<file path="config.mk">
export PLATFORM = sky130hd
export DESIGN_NAME = k16_uart
export DESIGN_NICKNAME = d
export VERILOG_FILES = /design/src/rtl/k16_uart.sv
export SDC_FILE = /design/constraint.sdc
export NUM_CORES = 1
export LEC_CHECK = 0
export CORE_MARGIN = 2
export CORE_UTILIZATION = 42
export DETAILED_ROUTE_END_ITERATION = 7
export DONT_BUFFER_PORTS = 1
export PLACE_DENSITY = 0.56
export SKIP_CTS_REPAIR_TIMING = 1
export SYNTH_ARGS = -nofsm -noshare
export SYNTH_HDL_FRONTEND = slang
export SYNTH_SLANG_ARGS = --single-unit
</file>
<file path="constraint.sdc">
create_clock -name clk -period 3.72 [get_ports clk]
set_clock_uncertainty 0.1 [all_clocks]
set_input_delay 0.186 -clock clk [delete_from_list [all_inputs] [get_ports clk]]
set_output_delay 0.186 -clock clk [all_outputs]
set_load 0.02 [all_outputs]
</file>
<file path="src/rtl/k16_uart.sv">
// K16 UART: 16-bit register interface, TX FIFO feeding a serial transmitter,
// and a single-byte receiver with valid/overrun/framing flags.
module k16_uart #(
  parameter int CLK_DIV    = 217,
  parameter int FIFO_DEPTH = 4
) (
  input  logic        clk,
  input  logic        reset,
  input  logic [15:0] din,
  input  logic [2:0]  addr,
  input  logic        write_en,
  output logic [15:0] dout,
  output logic        tx,
  input  logic        rx,
  output logic        irq
);
  localparam int AW = (FIFO_DEPTH > 1) ? $clog2(FIFO_DEPTH) : 1;
  localparam int CW = $clog2(FIFO_DEPTH + 1);

  typedef enum logic [1:0] {S_IDLE, S_START, S_DATA, S_STOP} state_t;

  logic [7:0]    fifo_mem [FIFO_DEPTH];
  logic [AW-1:0] wr_ptr_q, wr_ptr_d, rd_ptr_q, rd_ptr_d;
  logic [CW-1:0] fifo_cnt_q, fifo_cnt_d;
  logic [15:0]   div_q, div_d;
  state_t        tx_state_q, tx_state_d, rx_state_q, rx_state_d;
  logic          tx_q, tx_d;
  logic [7:0]    tx_shift_q, tx_shift_d, rx_shift_q, rx_shift_d;
  logic [15:0]   tx_div_q, tx_div_d, tx_cnt_q, tx_cnt_d;
  logic [15:0]   rx_div_q, rx_div_d, rx_cnt_q, rx_cnt_d;
  logic [2:0]    tx_bit_q, tx_bit_d, rx_bit_q, rx_bit_d;
  logic          rx_s1_q, rx_s1_d, rx_s2_q, rx_s2_d, rx_prev_q, rx_prev_d;
  logic [7:0]    rx_byte_q, rx_byte_d;
  logic          rx_valid_q, rx_valid_d, rx_overrun_q, rx_overrun_d;
  logic          tx_dropped_q, tx_dropped_d, frame_err_q, frame_err_d;

  logic       wr_tx, tx_full, tx_empty, tx_busy, tx_pop, push;
  logic       rx_done_ok, rx_done_bad;
  logic [3:0] clr;

  assign wr_tx    = write_en && (addr == 3'd0);
  assign tx_full  = (fifo_cnt_q == CW'(FIFO_DEPTH));
  assign tx_empty = (fifo_cnt_q == '0);
  assign tx_busy  = (tx_state_q != S_IDLE);
  // A push into a full FIFO is still accepted when the transmitter frees a slot this cycle.
  assign push     = wr_tx && (!tx_full || tx_pop);
  assign clr      = (write_en && (addr == 3'd2)) ? din[6:3] : 4'b0000;
  assign tx       = tx_q;
  assign irq      = rx_valid_q | rx_overrun_q | frame_err_q;

  always_comb begin
    dout = 16'h0000;
    case (addr)
      3'd1:    dout = {8'h00, rx_byte_q};
      3'd2:    dout = {9'b0, frame_err_q, tx_dropped_q, rx_overrun_q, rx_valid_q,
                       tx_busy, tx_empty, tx_full};
      3'd3:    dout = div_q;
      default: dout = 16'h0000;
    endcase
  end

  always_comb begin
    tx_state_d = tx_state_q;
    tx_d       = tx_q;
    tx_shift_d = tx_shift_q;
    tx_div_d   = tx_div_q;
    tx_cnt_d   = tx_cnt_q;
    tx_bit_d   = tx_bit_q;
    tx_pop     = 1'b0;
    case (tx_state_q)
      S_IDLE: begin
        if (!tx_empty) begin
          tx_pop     = 1'b1;
          tx_shift_d = fifo_mem[rd_ptr_q];
          tx_div_d   = div_q;
          tx_cnt_d   = div_q - 16'd1;
          tx_d       = 1'b0;
          tx_state_d = S_START;
        end
      end
      S_START: begin
        if (tx_cnt_q == 16'd0) begin
          tx_state_d = S_DATA;
          tx_cnt_d   = tx_div_q - 16'd1;
          tx_bit_d   = 3'd0;
          tx_d       = tx_shift_q[0];
        end else begin
          tx_cnt_d = tx_cnt_q - 16'd1;
        end
      end
      S_DATA: begin
        if (tx_cnt_q == 16'd0) begin
          tx_cnt_d = tx_div_q - 16'd1;
          if (tx_bit_q == 3'd7) begin
            tx_state_d = S_STOP;
            tx_d       = 1'b1;
          end else begin
            tx_bit_d   = tx_bit_q + 3'd1;
            tx_shift_d = {1'b0, tx_shift_q[7:1]};
            tx_d       = tx_shift_q[1];
          end
        end else begin
          tx_cnt_d = tx_cnt_q - 16'd1;
        end
      end
      S_STOP: begin
        if (tx_cnt_q == 16'd0) begin
          // Chain straight into the next start bit so queued bytes leave no gap.
          if (!tx_empty) begin
            tx_pop     = 1'b1;
            tx_shift_d = fifo_mem[rd_ptr_q];
            tx_div_d   = div_q;
            tx_cnt_d   = div_q - 16'd1;
            tx_d       = 1'b0;
            tx_state_d = S_START;
          end else begin
            tx_state_d = S_IDLE;
          end
        end else begin
          tx_cnt_d = tx_cnt_q - 16'd1;
        end
      end
      default: tx_state_d = S_IDLE;
    endcase
  end

  always_comb begin
    wr_ptr_d   = push ? wr_ptr_q + AW'(1) : wr_ptr_q;
    rd_ptr_d   = tx_pop ? rd_ptr_q + AW'(1) : rd_ptr_q;
    fifo_cnt_d = fifo_cnt_q;
    case ({push, tx_pop})
      2'b10:   fifo_cnt_d = fifo_cnt_q + CW'(1);
      2'b01:   fifo_cnt_d = fifo_cnt_q - CW'(1);
      default: fifo_cnt_d = fifo_cnt_q;
    endcase
    div_d = div_q;
    if (write_en && (addr == 3'd3)) div_d = (din < 16'd4) ? 16'd4 : din;
  end

  always_comb begin
    rx_s1_d     = rx;
    rx_s2_d     = rx_s1_q;
    rx_prev_d   = rx_s2_q;
    rx_state_d  = rx_state_q;
    rx_shift_d  = rx_shift_q;
    rx_div_d    = rx_div_q;
    rx_cnt_d    = rx_cnt_q;
    rx_bit_d    = rx_bit_q;
    rx_done_ok  = 1'b0;
    rx_done_bad = 1'b0;
    case (rx_state_q)
      S_IDLE: begin
        if (rx_prev_q && !rx_s2_q) begin
          rx_state_d = S_START;
          rx_div_d   = div_q;
          rx_cnt_d   = {1'b0, div_q[15:1]} - 16'd1;
        end
      end
      S_START: begin
        if (rx_cnt_q == 16'd0) begin
          rx_state_d = rx_s2_q ? S_IDLE : S_DATA;
          rx_cnt_d   = rx_div_q - 16'd1;
          rx_bit_d   = 3'd0;
        end else begin
          rx_cnt_d = rx_cnt_q - 16'd1;
        end
      end
      S_DATA: begin
        if (rx_cnt_q == 16'd0) begin
          rx_shift_d = {rx_s2_q, rx_shift_q[7:1]};
          rx_cnt_d   = rx_div_q - 16'd1;
          rx_bit_d   = rx_bit_q + 3'd1;
          if (rx_bit_q == 3'd7) rx_state_d = S_STOP;
        end else begin
          rx_cnt_d = rx_cnt_q - 16'd1;
        end
      end
      S_STOP: begin
        if (rx_cnt_q == 16'd0) begin
          rx_state_d  = S_IDLE;
          rx_done_ok  = rx_s2_q;
          rx_done_bad = !rx_s2_q;
        end else begin
          rx_cnt_d = rx_cnt_q - 16'd1;
        end
      end
      default: rx_state_d = S_IDLE;
    endcase
  end

  // Set beats clear; a valid cleared in the completion cycle does not count as an overrun.
  always_comb begin
    rx_byte_d    = rx_done_ok ? rx_shift_q : rx_byte_q;
    rx_valid_d   = rx_done_ok | (rx_valid_q & ~clr[0]);
    rx_overrun_d = (rx_done_ok & rx_valid_q & ~clr[0]) | (rx_overrun_q & ~clr[1]);
    tx_dropped_d = (wr_tx & tx_full & ~tx_pop) | (tx_dropped_q & ~clr[2]);
    frame_err_d  = rx_done_bad | (frame_err_q & ~clr[3]);
  end

  always_ff @(posedge clk) begin
    if (push) fifo_mem[wr_ptr_q] <= din[7:0];
  end

  always_ff @(posedge clk) begin
    if (reset) begin
      wr_ptr_q     <= '0;
      rd_ptr_q     <= '0;
      fifo_cnt_q   <= '0;
      div_q        <= 16'(CLK_DIV);
      tx_state_q   <= S_IDLE;
      tx_q         <= 1'b1;
      tx_shift_q   <= 8'h00;
      tx_div_q     <= 16'(CLK_DIV);
      tx_cnt_q     <= 16'd0;
      tx_bit_q     <= 3'd0;
      rx_s1_q      <= 1'b1;
      rx_s2_q      <= 1'b1;
      rx_prev_q    <= 1'b1;
      rx_state_q   <= S_IDLE;
      rx_shift_q   <= 8'h00;
      rx_div_q     <= 16'(CLK_DIV);
      rx_cnt_q     <= 16'd0;
      rx_bit_q     <= 3'd0;
      rx_byte_q    <= 8'h00;
      rx_valid_q   <= 1'b0;
      rx_overrun_q <= 1'b0;
      tx_dropped_q <= 1'b0;
      frame_err_q  <= 1'b0;
    end else begin
      wr_ptr_q     <= wr_ptr_d;
      rd_ptr_q     <= rd_ptr_d;
      fifo_cnt_q   <= fifo_cnt_d;
      div_q        <= div_d;
      tx_state_q   <= tx_state_d;
      tx_q         <= tx_d;
      tx_shift_q   <= tx_shift_d;
      tx_div_q     <= tx_div_d;
      tx_cnt_q     <= tx_cnt_d;
      tx_bit_q     <= tx_bit_d;
      rx_s1_q      <= rx_s1_d;
      rx_s2_q      <= rx_s2_d;
      rx_prev_q    <= rx_prev_d;
      rx_state_q   <= rx_state_d;
      rx_shift_q   <= rx_shift_d;
      rx_div_q     <= rx_div_d;
      rx_cnt_q     <= rx_cnt_d;
      rx_bit_q     <= rx_bit_d;
      rx_byte_q    <= rx_byte_d;
      rx_valid_q   <= rx_valid_d;
      rx_overrun_q <= rx_overrun_d;
      tx_dropped_q <= tx_dropped_d;
      frame_err_q  <= frame_err_d;
    end
  end
endmodule

</file>
==> impl_metrics.py <==
metrics = {
    "pwr": {
        "ir_drop_v": 0.0003223,
        "p_sw_share_pct": 39.51,
        "seqPwrFrac_pct": 34.7,
        "powerDensity_nw_per_um2": 618.9,
        "p_leak_nw": 3.539,
        "intPower_mw": 3.721,
        "power_frac_clock_pct": 29.0,
        "p_sw_mw": 2.430,
        "comb_power_share_pct": 36.3,
    },
    "timing": {
        "rsz0062_at_grt": "no",
        "setup_violations": 0,
        "min_period_ns": 3.335,
        "fmax_ghz": 0.2999,
        "finalCritPeriodShare_pct": 89.64,
        "worst-slew-pin-transition_ns": 1.163,
        "max_slew_margin_pct": 21.74,
        "report.final.hold_viol_count": 2,
        "maxSlewViolCount": 0,
        "tns_ns": 0,
        "whs_ns": -0.009769,
    },
    "final_layout": {
        "final_cell_mix": "nand2_1 (173), dfxtp_1 (131), nor2_1 (90)",
        "area_delta_synth_final_pct": 11.67,
        "finalNonFillerCells": 1316,
        "diodes": 0,
        "final_common_cell": "nand2_1",
        "fin_nets": 1079,
        "layout-drive-gt1-share_pct": 8.261,
    },
    "synth": {
        "ys_types": 74,
        "ys_seq_area_share_pct": 40.27,
        "netlist_area_um2": 8899,
        "async_flop_share_pct": 0,
        "synth_edf_count": 32,
        "syn_nets": 1088,
        "ys_warn_count": 0,
        "syn_area_per_cell_um2": 8.581,
        "synthFlopType": "dfxtp_1",
        "ys_ff_latch": 163,
        "syn-instance-count": 1037,
    },
    "hold_path": {
        "hold_start": "addr[1]",
        "hold_depth": 3,
        "hold-path-endpoint": "tx_dropped_q$_SDFF_PP0_",
        "hold_class": "in2reg",
    },
    "setup_path": {
        "endpoint_kind": "flip-flop",
        "r2r_end": "fifo_cnt_q[2]$_SDFFE_PP0P_",
        "cp_max_fo": 7,
        "worstPathRequired_ns": 3.98,
        "worst_setup_path_start_kind": "flip-flop",
        "path_class": "reg2reg",
        "arrival_ns": 3.60,
        "reg2reg_depth": 11,
        "reg2reg_from": "tx_cnt_q[7]$_SDFF_PP0_",
        "reg2reg_setup_slack_ns": 0.39,
    },
    "placed_design": {
        "dp_hpwl_um": 16510,
        "portBuffers": 0,
        "dpl.cell_count": 1262,
        "gp_congestion": 0.8252,
    },
    "die": {
        "start_util_pct": 42.60,
        "rows": 53,
        "core_um2": 20890,
        "io_pins": 41,
        "die-area_um2": 22370,
        "die_w_um": 149.6,
        "die-height_um": 149.6,
    },
    "outcome": {
        "status": "finished, violations left",
        "failed_checks": "negative hold slack",
    },
    "route": {
        "post_drt_wl_per_cell_um": 18.33,
        "drt_wl_total_um": 24120,
        "num_vias": 7454,
        "drtAntennaViolNets": 0,
        "route.detailed.drc": 0,
        "dr.pass1.iters": 5,
        "drt-initial-drc-count": 555,
        "viasPerCell": 5.664,
    },
    "clocking": {
        "clk_latency_ns": 0.43,
        "ctsHtreeMaxLevel": 4,
        "root_buffer": "clkbuf_16",
        "clockBufferDepth": 2,
        "cts.sinks": 163,
        "cts_tree": "built",
        "numCtsBuffers": 17,
        "clkTransAtPathRegs_ns": 0.08,
    },
    "grt": {
        "track_usage_pct": 21.20,
        "overflow": 0,
        "grt_max_degree": 118,
        "grt_antenna_before_repair": 0,
        "grt_pass1_wl_um": 36940,
        "grt_pass1_vias": 6661,
    },
    "run": {
        "maxCapViolCount": 0,
    },
}
[layer usage]
layer / routed length [µm] / track usage [%]
met5: 0 / 0
met4: 287 / 5.333
met3: 1092 / 2.988
met2: 10630 / 30.96
met1: 12110 / 32.61
[power by group through the flow]
stage	clock network [mW]	registers (mW)	logic, mW
after global placement	0	2.17	2.15
after CTS	1.81	2.13	2.17
after global routing	1.89	2.16	2.46
final	1.79	2.13	2.23
after floorplan	0	2.09	1.76
after detailed placement	0	2.17	2.15
[kinds of logic (layout without fill, tap and decap cells)]
kind of cell | after synthesis | count (layout) | synth area share, %
mux | 30 | 30 | 4.612
compound gates | 211 | 211 | 15.79
buf+inv | 95 | 99 | 4.204
fa+ha+maj | 28 | 28 | 4.021
flops | 163 | 163 | 40.27
xor+xnor | 78 | 78 | 7.677
simple gates | 432 | 432 | 23.43
[flip-flops by register name, indices dropped and copies added, names as in the netlist, 2 cells and up, named ones only]
register and flops:
wr_ptr_q 2, tx_shift_q 8, fifo_cnt_q 3, rd_ptr_q 2
rx_cnt_q 16, fifo_mem 32, rx_byte_q 8, tx_bit_q 3
tx_cnt_q 16, rx_bit_q 3, tx_state_q 2, tx_div_q 16
rx_div_q 16, div_q 16, rx_shift_q 8
[how the worst max path moves through the flow]
| stage | from | endpoint | slack [ns] | depth (start not counted) |
|---|---|---|---|---|
| 5_1_grt | tx_cnt_q[7]$_SDFF_PP0_ | fifo_cnt_q[2]$_SDFFE_PP0P_ | 0.22 | 11 |
| 3_5_place_dp | tx_cnt_q[7]$_SDFF_PP0_ | fifo_cnt_q[2]$_SDFFE_PP0P_ | 0.48 | 11 |
| 4_1_cts | tx_cnt_q[7]$_SDFF_PP0_ | fifo_cnt_q[2]$_SDFFE_PP0P_ | 0.42 | 11 |
| 6_report | tx_cnt_q[7]$_SDFF_PP0_ | fifo_cnt_q[2]$_SDFFE_PP0P_ | 0.39 | 11 |
| 2_1_floorplan | tx_cnt_q[7]$_SDFF_PP0_ | fifo_cnt_q[2]$_SDFFE_PP0P_ | 0.83 | 11 |
| 3_3_place_gp | tx_cnt_q[7]$_SDFF_PP0_ | fifo_cnt_q[2]$_SDFFE_PP0P_ | 0.51 | 11 |
[per-stage QoR]
step,cell area (µm²),worst slack (ns),util [%],power (mW)
final,9937,0.3854,47.57,6.150
after global placement,9107,0.5078,43.60,4.314
after CTS,9699,0.4182,46.43,6.117
after floorplan,8899,0.8293,-,3.851
after detailed placement,9107,0.4833,43.60,4.319
after global routing,9937,0.2210,47.57,6.510
[worst max-delay path, cell delays in order (launching register included)]
cell and delay [ns]:
dfxtp_1 0.36, or4_1 0.69, nand4b_1 0.27, a21oi_1 0.43
o211a_1 0.35, inv_1 0.07, ha_1 0.20, inv_1 0.07
fa_1 0.17, xor2_1 0.09, or3_1 0.33, a21oi_1 0.14
[synth_stat cells (4+ instances only)]
library cell	n	area (µm²)
a211oi_1	14	105.1
a21oi_1	83	415.4
a221oi_1	6	52.55
a22o_1	9	78.83
a22oi_1	12	90.09
a31oi_1	4	25.02
and2_1	18	112.6
buf_1	6	22.52
clkbuf_1	55	206.5
dfxtp_1	131	2623
edfxtp_1	32	960.9
ha_1	27	337.8
inv_1	29	108.9
mux2_2	8	90.09
mux2i_1	14	140.1
mux4_2	8	180.2
nand2_1	173	649.4
nand2b_1	5	31.28
nand3_1	27	135.1
nand3b_1	6	45.04
nand4_1	5	31.28
nor2_1	90	337.8
nor3_1	35	175.2
nor3b_1	5	37.54
nor4_1	23	143.9
o211ai_1	9	67.56
o21ai_0	23	115.1
o221ai_1	8	70.07
o22ai_1	9	56.30
or2_2	5	31.28
or3_1	9	56.30
or4_1	7	52.55
xnor2_1	33	289.0
xor2_1	45	394.1
[area by class of cell]
class,instances,area [µm²]
well taps,275,344.1
clock buffers,17,425.4
multi-input cells,779,4951
flip-flops and latches,163,3583
clock inverters,15,166.4
fillers,2015,10950
inverters,29,108.9
repair buffers,38,357.8
Note: power is estimated with default switching activity, not from simulation.
